## src/rtl/mips_multicycle_control_pkg.sv

```systemverilog
`default_nettype none
// ============================================================================
// Module   : mips_pkg
// Purpose  : Shared constants and types for the multi-cycle MIPS control FSM.
//            Holds opcodes, the state enum, ALUOp codes and datapath select codes.
// Revision : 1.0 - initial release
// ============================================================================
package mips_pkg;

  // Opcodes from instr[31:26]
  localparam logic [5:0] OP_RTYPE = 6'b000000;
  localparam logic [5:0] OP_LW    = 6'b100011;
  localparam logic [5:0] OP_SW    = 6'b101011;
  localparam logic [5:0] OP_BEQ   = 6'b000100;
  localparam logic [5:0] OP_ADDI  = 6'b001000;
  localparam logic [5:0] OP_J     = 6'b000010;

  // ALUOp codes consumed by the ALU control decoder
  localparam logic [1:0] ALUOP_ADD   = 2'b00;
  localparam logic [1:0] ALUOP_SUB   = 2'b01;
  localparam logic [1:0] ALUOP_FUNCT = 2'b10;

  // ALU B operand select
  localparam logic [1:0] ALUSRCB_RT    = 2'b00;
  localparam logic [1:0] ALUSRCB_FOUR  = 2'b01;
  localparam logic [1:0] ALUSRCB_IMM   = 2'b10;
  localparam logic [1:0] ALUSRCB_IMMSH = 2'b11;

  // PC source select
  localparam logic [1:0] PCSRC_ALU    = 2'b00;
  localparam logic [1:0] PCSRC_ALUOUT = 2'b01;
  localparam logic [1:0] PCSRC_JUMP   = 2'b10;

  // Control FSM states, 4-bit binary; codes 12..15 are unused
  typedef enum logic [3:0] {
    S_FETCH   = 4'd0,
    S_DECODE  = 4'd1,
    S_MEMADR  = 4'd2,
    S_MEMRD   = 4'd3,
    S_MEMWB   = 4'd4,
    S_MEMWR   = 4'd5,
    S_EXECUTE = 4'd6,
    S_ALUWB   = 4'd7,
    S_BRANCH  = 4'd8,
    S_ADDIEX  = 4'd9,
    S_ADDIWB  = 4'd10,
    S_JUMP    = 4'd11
  } state_t;

  // True for every opcode the control unit knows how to sequence
  function automatic logic is_legal_op(input logic [5:0] op);
    return (op == OP_RTYPE) || (op == OP_LW) || (op == OP_SW) ||
           (op == OP_BEQ)   || (op == OP_ADDI) || (op == OP_J);
  endfunction

endpackage
`default_nettype wire

```

## src/rtl/mips_multicycle_control_if.sv

```systemverilog
`default_nettype none
// ============================================================================
// Module   : mips_multicycle_control_if
// Purpose  : Control/datapath bundle for the multi-cycle MIPS control FSM.
//            master = control unit, slave = datapath/memory side.
// Revision : 1.0 - initial release
// ============================================================================
interface mips_multicycle_control_if #(
  parameter int CNT_W = 32
);
  // Datapath to control
  logic [5:0]       opcode;
  logic             mem_ready;
  logic             zero;
  // Control to datapath
  logic             pc_write;
  logic             pc_write_cond;
  logic             i_or_d;
  logic             mem_read;
  logic             mem_write;
  logic             ir_write;
  logic             reg_dst;
  logic             mem_to_reg;
  logic             reg_write;
  logic             alu_src_a;
  logic [1:0]       alu_src_b;
  logic [1:0]       alu_op;
  logic [1:0]       pc_src;
  logic             illegal_op;
  logic [CNT_W-1:0] instr_count;

  modport master (
    input  opcode, mem_ready, zero,
    output pc_write, pc_write_cond, i_or_d, mem_read, mem_write, ir_write,
           reg_dst, mem_to_reg, reg_write, alu_src_a, alu_src_b, alu_op,
           pc_src, illegal_op, instr_count
  );

  modport slave (
    output opcode, mem_ready, zero,
    input  pc_write, pc_write_cond, i_or_d, mem_read, mem_write, ir_write,
           reg_dst, mem_to_reg, reg_write, alu_src_a, alu_src_b, alu_op,
           pc_src, illegal_op, instr_count
  );

endinterface
`default_nettype wire

```

## src/rtl/mips_multicycle_control.sv

```systemverilog
`default_nettype none
// ============================================================================
// Module   : mips_multicycle_control
// Purpose  : Main control FSM of the multi-cycle MIPS datapath. Sequences
//            fetch/decode/execute/memory/writeback, stalls on mem_ready,
//            flags unsupported opcodes and counts retired instructions.
// Revision : 1.0 - initial release
// ============================================================================
module mips_multicycle_control
  import mips_pkg::*;
#(
  parameter int CNT_W = 32
) (
  input  wire                                 clk,
  input  wire                                 rst_n,
  mips_multicycle_control_if.master           bus
);

  state_t             state_q;
  state_t             state_d;
  logic               illegal_q;
  logic               illegal_d;
  logic [CNT_W-1:0]   count_q;
  logic               retire;

  // State, illegal-opcode flag and retire counter registers
  always_ff @(posedge clk) begin
    if (!rst_n) begin
      state_q   <= S_FETCH;
      illegal_q <= 1'b0;
      count_q   <= '0;
    end else begin
      state_q   <= state_d;
      illegal_q <= illegal_d;
      if (retire) begin
        count_q <= count_q + 1'b1;
      end
    end
  end

  // Next-state and datapath control decode from the current state
  always_comb begin
    state_d           = state_q;
    illegal_d         = 1'b0;
    retire            = 1'b0;
    bus.pc_write      = 1'b0;
    bus.pc_write_cond = 1'b0;
    bus.i_or_d        = 1'b0;
    bus.mem_read      = 1'b0;
    bus.mem_write     = 1'b0;
    bus.ir_write      = 1'b0;
    bus.reg_dst       = 1'b0;
    bus.mem_to_reg    = 1'b0;
    bus.reg_write     = 1'b0;
    bus.alu_src_a     = 1'b0;
    bus.alu_src_b     = ALUSRCB_RT;
    bus.alu_op        = ALUOP_ADD;
    bus.pc_src        = PCSRC_ALU;

    case (state_q)
      S_FETCH: begin
        // PC+4 is computed and written alongside the IR load
        bus.mem_read  = 1'b1;
        bus.alu_src_b = ALUSRCB_FOUR;
        bus.ir_write  = bus.mem_ready;
        bus.pc_write  = bus.mem_ready;
        if (bus.mem_ready) begin
          state_d = S_DECODE;
        end
      end
      S_DECODE: begin
        // Speculatively form the branch target in ALUOut
        bus.alu_src_b = ALUSRCB_IMMSH;
        case (bus.opcode)
          OP_LW, OP_SW: state_d = S_MEMADR;
          OP_RTYPE:     state_d = S_EXECUTE;
          OP_BEQ:       state_d = S_BRANCH;
          OP_ADDI:      state_d = S_ADDIEX;
          OP_J:         state_d = S_JUMP;
          default:      state_d = S_FETCH;
        endcase
        illegal_d = !is_legal_op(bus.opcode);
      end
      S_MEMADR: begin
        bus.alu_src_a = 1'b1;
        bus.alu_src_b = ALUSRCB_IMM;
        state_d       = (bus.opcode == OP_SW) ? S_MEMWR : S_MEMRD;
      end
      S_MEMRD: begin
        bus.mem_read = 1'b1;
        bus.i_or_d   = 1'b1;
        if (bus.mem_ready) begin
          state_d = S_MEMWB;
        end
      end
      S_MEMWB: begin
        bus.reg_write  = 1'b1;
        bus.mem_to_reg = 1'b1;
        retire         = 1'b1;
        state_d        = S_FETCH;
      end
      S_MEMWR: begin
        bus.mem_write = 1'b1;
        bus.i_or_d    = 1'b1;
        if (bus.mem_ready) begin
          retire  = 1'b1;
          state_d = S_FETCH;
        end
      end
      S_EXECUTE: begin
        bus.alu_src_a = 1'b1;
        bus.alu_op    = ALUOP_FUNCT;
        state_d       = S_ALUWB;
      end
      S_ALUWB: begin
        bus.reg_write = 1'b1;
        bus.reg_dst   = 1'b1;
        retire        = 1'b1;
        state_d       = S_FETCH;
      end
      S_BRANCH: begin
        // The datapath gates the PC with zero
        bus.alu_src_a     = 1'b1;
        bus.alu_op        = ALUOP_SUB;
        bus.pc_src        = PCSRC_ALUOUT;
        bus.pc_write_cond = 1'b1;
        retire            = 1'b1;
        state_d           = S_FETCH;
      end
      S_ADDIEX: begin
        bus.alu_src_a = 1'b1;
        bus.alu_src_b = ALUSRCB_IMM;
        state_d       = S_ADDIWB;
      end
      S_ADDIWB: begin
        bus.reg_write = 1'b1;
        retire        = 1'b1;
        state_d       = S_FETCH;
      end
      S_JUMP: begin
        bus.pc_src   = PCSRC_JUMP;
        bus.pc_write = 1'b1;
        retire       = 1'b1;
        state_d      = S_FETCH;
      end
      default: begin
        state_d = S_FETCH;
      end
    endcase
  end

  // Registered outputs onto the bus
  always_comb begin
    bus.illegal_op  = illegal_q;
    bus.instr_count = count_q;
  end

endmodule
`default_nettype wire
```

## src/flat_wrapper.sv

```systemverilog
// flat-port wrapper written by rule: the top's interface ports become plain ports
module mips_multicycle_control_flat import mips_pkg::*;
#(
  parameter int CNT_W = 32
)
  (clk, rst_n, bus_opcode, bus_mem_ready, bus_zero, bus_pc_write, bus_pc_write_cond, bus_i_or_d, bus_mem_read, bus_mem_write, bus_ir_write, bus_reg_dst, bus_mem_to_reg, bus_reg_write, bus_alu_src_a, bus_alu_src_b, bus_alu_op, bus_pc_src, bus_illegal_op, bus_instr_count);
  mips_multicycle_control_if #(.CNT_W(CNT_W)) bus_i ();
  input  wire clk;
  input  wire rst_n;
  input wire logic [$bits(bus_i.opcode)-1:0] bus_opcode;
  input wire logic [$bits(bus_i.mem_ready)-1:0] bus_mem_ready;
  input wire logic [$bits(bus_i.zero)-1:0] bus_zero;
  output wire logic [$bits(bus_i.pc_write)-1:0] bus_pc_write;
  output wire logic [$bits(bus_i.pc_write_cond)-1:0] bus_pc_write_cond;
  output wire logic [$bits(bus_i.i_or_d)-1:0] bus_i_or_d;
  output wire logic [$bits(bus_i.mem_read)-1:0] bus_mem_read;
  output wire logic [$bits(bus_i.mem_write)-1:0] bus_mem_write;
  output wire logic [$bits(bus_i.ir_write)-1:0] bus_ir_write;
  output wire logic [$bits(bus_i.reg_dst)-1:0] bus_reg_dst;
  output wire logic [$bits(bus_i.mem_to_reg)-1:0] bus_mem_to_reg;
  output wire logic [$bits(bus_i.reg_write)-1:0] bus_reg_write;
  output wire logic [$bits(bus_i.alu_src_a)-1:0] bus_alu_src_a;
  output wire logic [$bits(bus_i.alu_src_b)-1:0] bus_alu_src_b;
  output wire logic [$bits(bus_i.alu_op)-1:0] bus_alu_op;
  output wire logic [$bits(bus_i.pc_src)-1:0] bus_pc_src;
  output wire logic [$bits(bus_i.illegal_op)-1:0] bus_illegal_op;
  output wire logic [$bits(bus_i.instr_count)-1:0] bus_instr_count;
  assign bus_i.opcode = bus_opcode;
  assign bus_i.mem_ready = bus_mem_ready;
  assign bus_i.zero = bus_zero;
  assign bus_pc_write = bus_i.pc_write;
  assign bus_pc_write_cond = bus_i.pc_write_cond;
  assign bus_i_or_d = bus_i.i_or_d;
  assign bus_mem_read = bus_i.mem_read;
  assign bus_mem_write = bus_i.mem_write;
  assign bus_ir_write = bus_i.ir_write;
  assign bus_reg_dst = bus_i.reg_dst;
  assign bus_mem_to_reg = bus_i.mem_to_reg;
  assign bus_reg_write = bus_i.reg_write;
  assign bus_alu_src_a = bus_i.alu_src_a;
  assign bus_alu_src_b = bus_i.alu_src_b;
  assign bus_alu_op = bus_i.alu_op;
  assign bus_pc_src = bus_i.pc_src;
  assign bus_illegal_op = bus_i.illegal_op;
  assign bus_instr_count = bus_i.instr_count;
  mips_multicycle_control #(.CNT_W(CNT_W)) u_core (.clk(clk), .rst_n(rst_n), .bus(bus_i));
endmodule
```

## config.mk

```make
export PLATFORM = sky130hd
export DESIGN_NAME = mips_multicycle_control_flat
export DESIGN_NICKNAME = d
export VERILOG_FILES = /design/src/rtl/mips_multicycle_control_pkg.sv /design/src/rtl/mips_multicycle_control_if.sv /design/src/rtl/mips_multicycle_control.sv /design/src/flat_wrapper.sv
export SDC_FILE = /design/constraint.sdc
export NUM_CORES = 1
export LEC_CHECK = 0
export BUFFER_PORTS_ARGS = -buffer_cell sky130_fd_sc_hd__buf_2
export CAP_MARGIN = 20
export CORE_UTILIZATION = 45
export CTS_CLUSTER_DIAMETER = 40
export DETAILED_ROUTE_END_ITERATION = 10
export PLACE_DENSITY = 0.72
export SLEW_MARGIN = 20
export SYNTH_ARGS = -nofsm -noshare
export SYNTH_HDL_FRONTEND = slang
export SYNTH_SLANG_ARGS = --single-unit
```

## constraint.sdc

```tcl
create_clock -name clk -period 2.32 [get_ports clk]
set_input_delay 0.464 -clock clk [delete_from_list [all_inputs] [get_ports clk]]
set_output_delay 0.464 -clock clk [all_outputs]
set_load 0.02 [all_outputs]
```

# ---- Word-level counts from Yosys, hierarchy flattened
# Cells that the tools add are included.
dict set report totals {
  ff_bits 37
  inputBits 10
  out_inout_bits 49
  wordCells 61
}
dict set report op_classes {
  n_addsub 1
  eq_ne 19
  mux 21
  n_reduce_logical 17
}
# operator n
set ops {}
lappend ops {{32-bit by 1-bit adder with 32-bit output, second input constant} 1}
lappend ops {{4-bit case mux with 7 select lines} 1}
lappend ops {{4-bit case mux with 5 select lines} 1}
lappend ops {{4-bit by 3-bit == test with 1-bit output, second input constant} 4}
lappend ops {{4-bit == test, second input constant} 4}
lappend ops {{6-bit == test, second input constant} 2}
lappend ops {{4-bit two-way mux} 3}
lappend ops {{1-bit two-way mux} 10}
lappend ops {{4-bit by 2-bit == test with 1-bit output, second input constant} 2}
lappend ops {{2-bit case mux with 2 select lines} 2}
lappend ops {{2-bit OR reduction} 4}
lappend ops {{6-bit by 2-bit == test with 1-bit output, second input constant} 1}
lappend ops {{6-bit by 3-bit == test with 1-bit output, second input constant} 1}
lappend ops {{6-bit by 4-bit == test with 1-bit output, second input constant} 1}
lappend ops {{6-bit logical NOT} 1}
lappend ops {{2-bit != test, second input constant} 3}
lappend ops {{2-bit case mux with 3 select lines} 1}
lappend ops {{1-bit logical OR} 5}
lappend ops {{5-bit OR reduction} 1}
lappend ops {{4-bit by 1-bit == test with 1-bit output, second input constant} 1}
lappend ops {{4-bit logical NOT} 1}
lappend ops {{1-bit case mux with 2 select lines} 2}
lappend ops {{4-bit OR reduction} 1}
lappend ops {{3-bit two-way mux} 1}
lappend ops {{4 further kinds} 4}

# ---- Longest topological paths before layout
# Gate-level depths: netlist of run 1.
dict set report logic_depth {
  depth_word 7
  ltp_mapped 8
  mapped_depth_nobuf 6
}

# ---- Worst setup path before layout of run 1
# OpenSTA, ideal clock, no wires.
dict set report synth_timing {
  kind {reg2out}
  startpoint {register u_core.state_q[3]}
  endpoint {output bus_alu_op[0]}
  arrival_ps 1616
  t_required_ps 1856
  path_slack_ps 240
  stages_incl_launch_ff 5
  path_buffers 2
  cell_sequence {dfxtp_1 clkbuf_1 nand2b_1 nor3_1 buf_4}
}
dict set report synth_via {
  elab_chain_len 2
  elab_cells_between_ends 3
  cone_classes {eq/ne: 2; mux: 1}
}
# element line
set synth_rtl {}
lappend synth_rtl {{start: declaration} mips_multicycle_control.sv:19} ;# state_t state_q;
lappend synth_rtl {{start signal: assignment} mips_multicycle_control.sv:33} ;# state_q <= state_d;
lappend synth_rtl {{4-bit == test / 4-bit by 3-bit == test with 1-bit output (equally long branches)} mips_multicycle_control.sv:60} ;# case (state_q)
lappend synth_rtl {{2-bit case mux with 2 select lines *} mips_multicycle_control.sv:60}
lappend synth_rtl {{end: declaration} flat_wrapper.sv:24} ;# output wire logic [$bits(bus_i.alu_op)-1:0] bus_alu_op;
# Mark *: on every way between the ends. The rest lies on a longest branch, timed or not.

# ---- Final worst setup path of run 1
dict set report layout_timing {
  startpoint {register u_core.state_q[2]}
  endpoint {output bus_pc_write}
}
dict set report layout_via {
  elab_chain_len 2
  elab_cells_between_ends 3
  cone_classes {eq/ne: 1; mux: 1; reduce/logical: 1}
}
# element line
set layout_rtl {}
lappend layout_rtl {{4-bit == test / 4-bit logical NOT (equally long branches)} mips_multicycle_control.sv:60}
lappend layout_rtl {{1-bit case mux with 2 select lines *} mips_multicycle_control.sv:60}
lappend layout_rtl {{end: declaration} flat_wrapper.sv:13} ;# output wire logic [$bits(bus_i.pc_write)-1:0] bus_pc_write;
# Marked as above.

==> metrics.md, run 1 <==
| Metric | Value |
|---|---|
| Outcome | finished clean |
| Port Buffer Count | 57 |
| Core Region | 4440 um^2 |
| Place WS | 0.302 ns |
| Max-cap violations | 0 |
| Worst Skew | 0.00349 ns |
| Placed insts | 379 |
| Worst R2R Setup Slack | 0.28 ns |
| Reg2Reg Launch Point | u_core.bus.instr_count[5] |
| Max FO, Critical Path | 13 |
| Worst slew margin | 73.2% |
| Share of cells above drive strength 1 | 25.1% |
| Via count | 2206 |
| Later-pin clock latency in the skew report | 0.29 ns |
| PD cells | 458 nW/um^2 |
| Post-DP Area | 2480 um^2 |
| Post-Syn Area | 2130 um^2 |
| Crit start category | flip-flop |
| Pins Over Slew Limit | 0 |
| Syn Area/Cell | 7.72 um^2 |
| Root Driver | clkbuf_8 |
| Critical path class | flip-flop to output port |
| Maximum VDD drop | 0.168 mV |
| Global-route wire length before repair | 8580 um |
| Min-Delay Path Class | primary input to flip-flop |
| Seq/Total Area, Yosys | 34.7% |
| Tcrit/Tclk final | 91.7% |
| Synth Warn # | 0 |
| PostCTS Resize Cnt | 0 |
| Detailed placement HPWL | 3550 um |
| Synth Instances | 276 |
| Critical Path Start | u_core.state_q[2] |
| Worst reg2reg path depth | 5 |
| Die area | 5020 um^2 |
| Layout Cells excl Fill | 386 |
| Initial antenna violation count | 0 |
| Total Wirelength | 4880 um |
| Leak | 1.00 nW |
| Pin count of the biggest net entering global routing | 22 |
| Boundary Pins | 59 |
| Critical R2R Capture | u_core.bus.instr_count[18] |
| RSZ-0062 raised after global routing | no |
| Commonest non-fill, non-tap cells in the layout | buf_2, dfxtp_1, a21oi_1 |
| Die Wd | 70.8 um |
| Area Overhead vs Synth | 20.5% |
| Setup TNS | 0 ns |
| # hold bufs at CTS | 0 |
| Critical path endpoint category | output port |
| # setup viols final | 0 |
| Remaining antenna violation count | 0 |
| DR pass1 iterations | 6 |
| Nets | 345 |
| Diode count | 0 |
| Initial core utilization | 48.0% |
| Final Hold Fails | 0 |
| Slew @ Worst Pin | 0.399 ns |
| Share of synthesized flip-flops with an asynchronous set or reset | 0% |
| Post-synth EDFFs | 0 |
| Htree depth | 2 |
| Routability Congestion | 0.829 |
| Most common cell after layout, fill and taps aside | buf_2 |
| Arr. time, crit path | 1.66 ns |
| Synthesis-stage register bit count | 37 |
| Worst setup path end | bus_pc_write |
| CTS buffer count | 5 |
| CTS Sinks | 37 |
| Post-route DRC | 0 |
| Synth Flop Type | dfxtp_1 |
| Routed len/inst | 12.6 um |
| Die height | 70.8 um |
| Row count | 24 |
| Post-CTS Setup Inserts | 0 |
| Syn Nets | 287 |
| GRT overflow | 0 |
| Crit path required time | 1.86 ns |
| Routed vias/inst | 5.72 |
| Vias in the first global route | 1942 |
| Worst setup margin | 0.192 ns |
| Fmax | 470 MHz |
| Clock buffer depth | 2 |
| Total track usage | 21.0% |
| Post-route cell area | 2570 um^2 |
| CTS tree | done |
| Final min period | 2.13 ns |
| DRT iter0 DRCs | 109 |
| Distinct cell type count of the synthesized netlist | 46 |
| CTS clock-pin slew for the worst setup and hold paths | 0.07 ns |
[critical path, cell delays in order, from the launching register on]
cell and delay (ns):
dfxtp_1 0.38, buf_4 0.21, inv_1 0.13, nand2_1 0.15, nor2_1 0.07, or2_2 0.28
buf_2 0.16
[state kept, by name, indices dropped and copies added (netlist names)]
name,flops
u_core.state_q,4
u_core.bus.instr_count,32
u_core.bus.illegal_op,1
[worst min path at each step]
stage / slack, ns / end / depth (start not counted) / start
final: 0.47 / u_core.bus.illegal_op / 3 / bus_opcode[4]
after global routing: 0.50 / u_core.bus.illegal_op / 3 / bus_opcode[4]
after CTS: 0.45 / u_core.bus.illegal_op / 3 / bus_opcode[4]
after detailed placement: 0.47 / u_core.bus.instr_count[31] / 2 / u_core.bus.instr_count[31]
after global placement: 0.45 / u_core.bus.instr_count[31] / 2 / u_core.bus.instr_count[31]
after floorplan: 0.54 / u_core.bus.instr_count[31] / 2 / u_core.bus.instr_count[31]
[cells in the mapped netlist, drive strengths merged, types with 4 or more instances]
cell	number	area [um^2]
nand4	11	75.1
nor2b	4	25.0
or3	10	62.6
inv	10	37.5
a21oi	25	125
o21ai	17	85.1
xor2	4	35.0
o31ai	9	67.6
dfxtp	37	741
or4	10	75.1
xnor2	6	52.6
buf	8	53.8
nand2b	8	57.6
nor3	8	40.0
nor4	7	50.1
nor2	20	75.1
and2	6	37.5
nand2	21	78.8
clkbuf	10	37.5
nand3	17	95.1
and3	7	43.8
[metal layers]
layer / part of all wire, % / vias up / global-route usage [%]
met5: 0 / - / 0
met4: 1.3 / 0 / 6.89
met3: 4.3 / 6 / 4.56
met2: 46 / 53 / 34.4
met1: 48 / 1012 / 27.6
li1: - / 1135 / -
[final cells by class]
cell class	instances	area [um^2]
fillers	435	1870
multi-input cells	211	1260
flip-flops and latches	37	741
repair buffers	69	375
clock buffers	7	86.3
well taps	52	65.1
inverters	10	37.5
[kinds of logic after synthesis]
logic type      count (synthesis)  synth area share, %
flops                          37                 34.7
compound gates                 63                 17.8
fa+ha+maj                       1                0.587
buf+inv                        28                 6.04
simple gates                  135                 35.8
xor+xnor                       10                 4.11
mux                             2                0.939
[power by group]
group | internal, mW | total [mW] | switching (mW)
Clock | 0.236 | 0.451 | 0.215
Sequential | 0.637 | 0.640 | 0.00270
Combinational | 0.0316 | 0.0848 | 0.0532
[stage by stage]
| stage | util [%] | hold WS [ns] | power (mW) |
|---|---|---|---|
| CTS | 57.8 | 0.455 | 1.19 |
| global placement | 55.8 | 0.449 | 0.738 |
| global route | 57.8 | 0.501 | 1.23 |
| floorplan | - | 0.540 | 0.709 |
| detailed placement | 55.8 | 0.467 | 0.739 |
| finish | 57.8 | 0.470 | 1.18 |
No activity file was read; power rests on OpenSTA's default activity.
==> inputs of run 2 (changes only) <==
REMOVE_ABC_BUFFERS = 1   (was default)
==> metrics.md, run 2 (same netlist as run 1, synthesis figures left out) <==
| Metric | Value |
|---|---|
| Outcome | complete, but fails checks (was finished clean) |
| Violations in the final reports | DRC |
| Remaining antenna violation count | 0 (unchanged) |
| CTS buffer count | 5 (unchanged) |
| Final Hold Fails | 0 (unchanged) |
| Comb power frac | 6.7% (was 7.2%) |
| Fin util | 58.0% (was 57.8%) |
| Via count | 2187 (was 2206) |
| Total Wirelength | 4890 um (was 4880 um) |
| Clock Power Share | 42.5% (was 38.4%) |
| DRT iter0 DRCs | 107 (was 109) |
| Initial core utilization | 48.0% (unchanged) |
| Max reg flops | 32 (unchanged) |
| Switch share | 22.2% (was 23.1%) |
| Htree depth | 2 (unchanged) |
| RSZ-0062 raised after global routing | no (unchanged) |
| Critical path class | flip-flop to output port (unchanged) |
| Worst Skew | 0.00775 ns (was 0.00349 ns) |
| DR pass1 iterations | 8 (was 6) |
| Routed len/inst | 12.7 um (was 12.6 um) |
| Most common cell after layout, fill and taps aside | buf_2 (unchanged) |
| Area Overhead vs Synth | 21.0% (was 20.5%) |
| Arr. time, crit path | 1.66 ns (about the same) |
| Global-route wire length before repair | 8290 um (was 8580 um) |
| Pin count of the biggest net entering global routing | 27 (was 22) |
| Fmax | 470 MHz (about the same) |
| Pint | 0.980 mW (was 0.905 mW) |
| Slew @ Worst Pin | 0.420 ns (was 0.399 ns) |
| Max-cap violations | 0 (unchanged) |
| # hold bufs at CTS | 0 (unchanged) |
| CTS tree | done (unchanged) |
| GRT overflow | 0 (unchanged) |
| Port Buffer Count | 57 (unchanged) |
| Crit path required time | 1.86 ns (about the same) |
| Total track usage | 20.1% (was 21.0%) |
| Boundary Pins | 59 (unchanged) |
| CTS clock-pin slew for the worst setup and hold paths | 0.07 ns (about the same) |
| Tcrit/Tclk final | 91.7% (about the same) |
| Later-pin clock latency in the skew report | 0.29 ns (about the same) |
| Detailed placement HPWL | 3480 um (was 3550 um) |
| Final Power | 1.26 mW (was 1.18 mW) |
| Final min period | 2.13 ns (about the same) |
| # setup viols final | 0 (unchanged) |
| CTS Sinks | 37 (unchanged) |
| Setup TNS | 0 ns (unchanged) |
| Die Wd | 70.8 um (unchanged) |
| Share of cells above drive strength 1 | 25.2% (was 25.1%) |
| Pins Over Slew Limit | 0 (unchanged) |
| Seq pwr share | 50.7% (was 54.4%) |
| Nets | 344 (was 345) |
| Die area | 5020 um^2 (unchanged) |
| Row count | 24 (unchanged) |
| Maximum VDD drop | 0.217 mV (was 0.168 mV) |
| Root Driver | clkbuf_8 (unchanged) |
| Max FO, Critical Path | 11 (was 13) |
| Crit start category | flip-flop (unchanged) |
| Commonest non-fill, non-tap cells in the layout | buf_2, dfxtp_1, a21oi_1 (unchanged) |
| Layout Cells excl Fill | 385 (was 386) |
| Leak | 1.01 nW (was 1.00 nW) |
| Routability Congestion | 0.828 (was 0.829) |
| Clock buffer depth | 2 (unchanged) |
| P_sw | 0.279 mW (was 0.271 mW) |
| Placed insts | 378 (was 379) |
| Min-Delay Path Class | primary input to flip-flop (unchanged) |
| Routed vias/inst | 5.68 (was 5.72) |
| Post-route DRC | 10 (was 0) |
| Vias in the first global route | 1845 (was 1942) |
| Core Region | 4440 um^2 (unchanged) |
| Die height | 70.8 um (unchanged) |
| Initial antenna violation count | 0 (unchanged) |
| Worst slew margin | 72.0% (was 73.2%) |
| PD cells | 488 nW/um^2 (was 458 nW/um^2) |
| Critical path endpoint category | output port (unchanged) |
| Diode count | 0 (unchanged) |
==> run 2: changes by cell type in the layout (fill, tap and decap cells not counted), sizes merged <==
cell	delta
clkinv	+1
buf	-1
bufinv	+1
clkbuf	-2
==> run 2: cell type report <==
class | count | area (um^2)
sequential | 37 | 742
inverter | 10 | 37.5
fill | 432 | 1870
clock buffer | 5 | 68.8
multi-input combinational | 211 | 1260
tap | 52 | 65.1
clock inverter | 2 | 35.0
timing repair buffer | 68 | 368
==> run 2: power by group through the flow <==
stage	registers (mW)	logic, mW	clock network [mW]
3_5_place_dp	0.653	0.0846	0
2_1_floorplan	0.657	0.0439	0
5_1_grt	0.639	0.0940	0.572
6_report	0.639	0.0849	0.535
4_1_cts	0.639	0.0848	0.546
3_3_place_gp	0.653	0.0836	0
==> run 2: metal layers <==
metal,routed length [um],vias up,GRT usage [%],part of all wire [%]
met5,0,-,0,0
met3,274,8,5.41,5.6
li1,-,1117,-,-
met1,2350,998,27.4,48
met2,2200,64,30.9,45
met4,68,0,7.11,1.4
==> run 2: final timing paths <==
kind              depth (start not counted)  slack (ns)                        from                          to
setup / recovery                          6        0.19           u_core.state_q[2]                bus_pc_write
hold reg to reg                           2        0.47  u_core.bus.instr_count[31]  u_core.bus.instr_count[31]
setup reg to reg                          5        0.33   u_core.bus.instr_count[5]  u_core.bus.instr_count[16]
hold / removal                            3        0.45               bus_opcode[4]       u_core.bus.illegal_op
==> run 2: metrics by stage <==
step                hold slack (ns)  instance area, um^2  setup slack [ns]
global placement              0.448                 2470             0.217
detailed placement            0.462                 2470             0.163
global route                  0.446                 2580            0.0801
floorplan                     0.538                 2040           -0.0512
CTS                           0.441                 2580            0.0934
finish                        0.448                 2580             0.193
==> run 2: repair_timing <==
action,in CTS,in global routing
setup buffers,0,0
setup endpoints to repair,0,1
resized for setup,0,1
==> run 2: worst max-delay path, stage by stage (launching register included) <==
cell and delay [ns]:
dfxtp_2 0.39, buf_4 0.19, inv_1 0.11, nand2_1 0.15, nor2_1 0.08, or2_2 0.29
buf_2 0.16
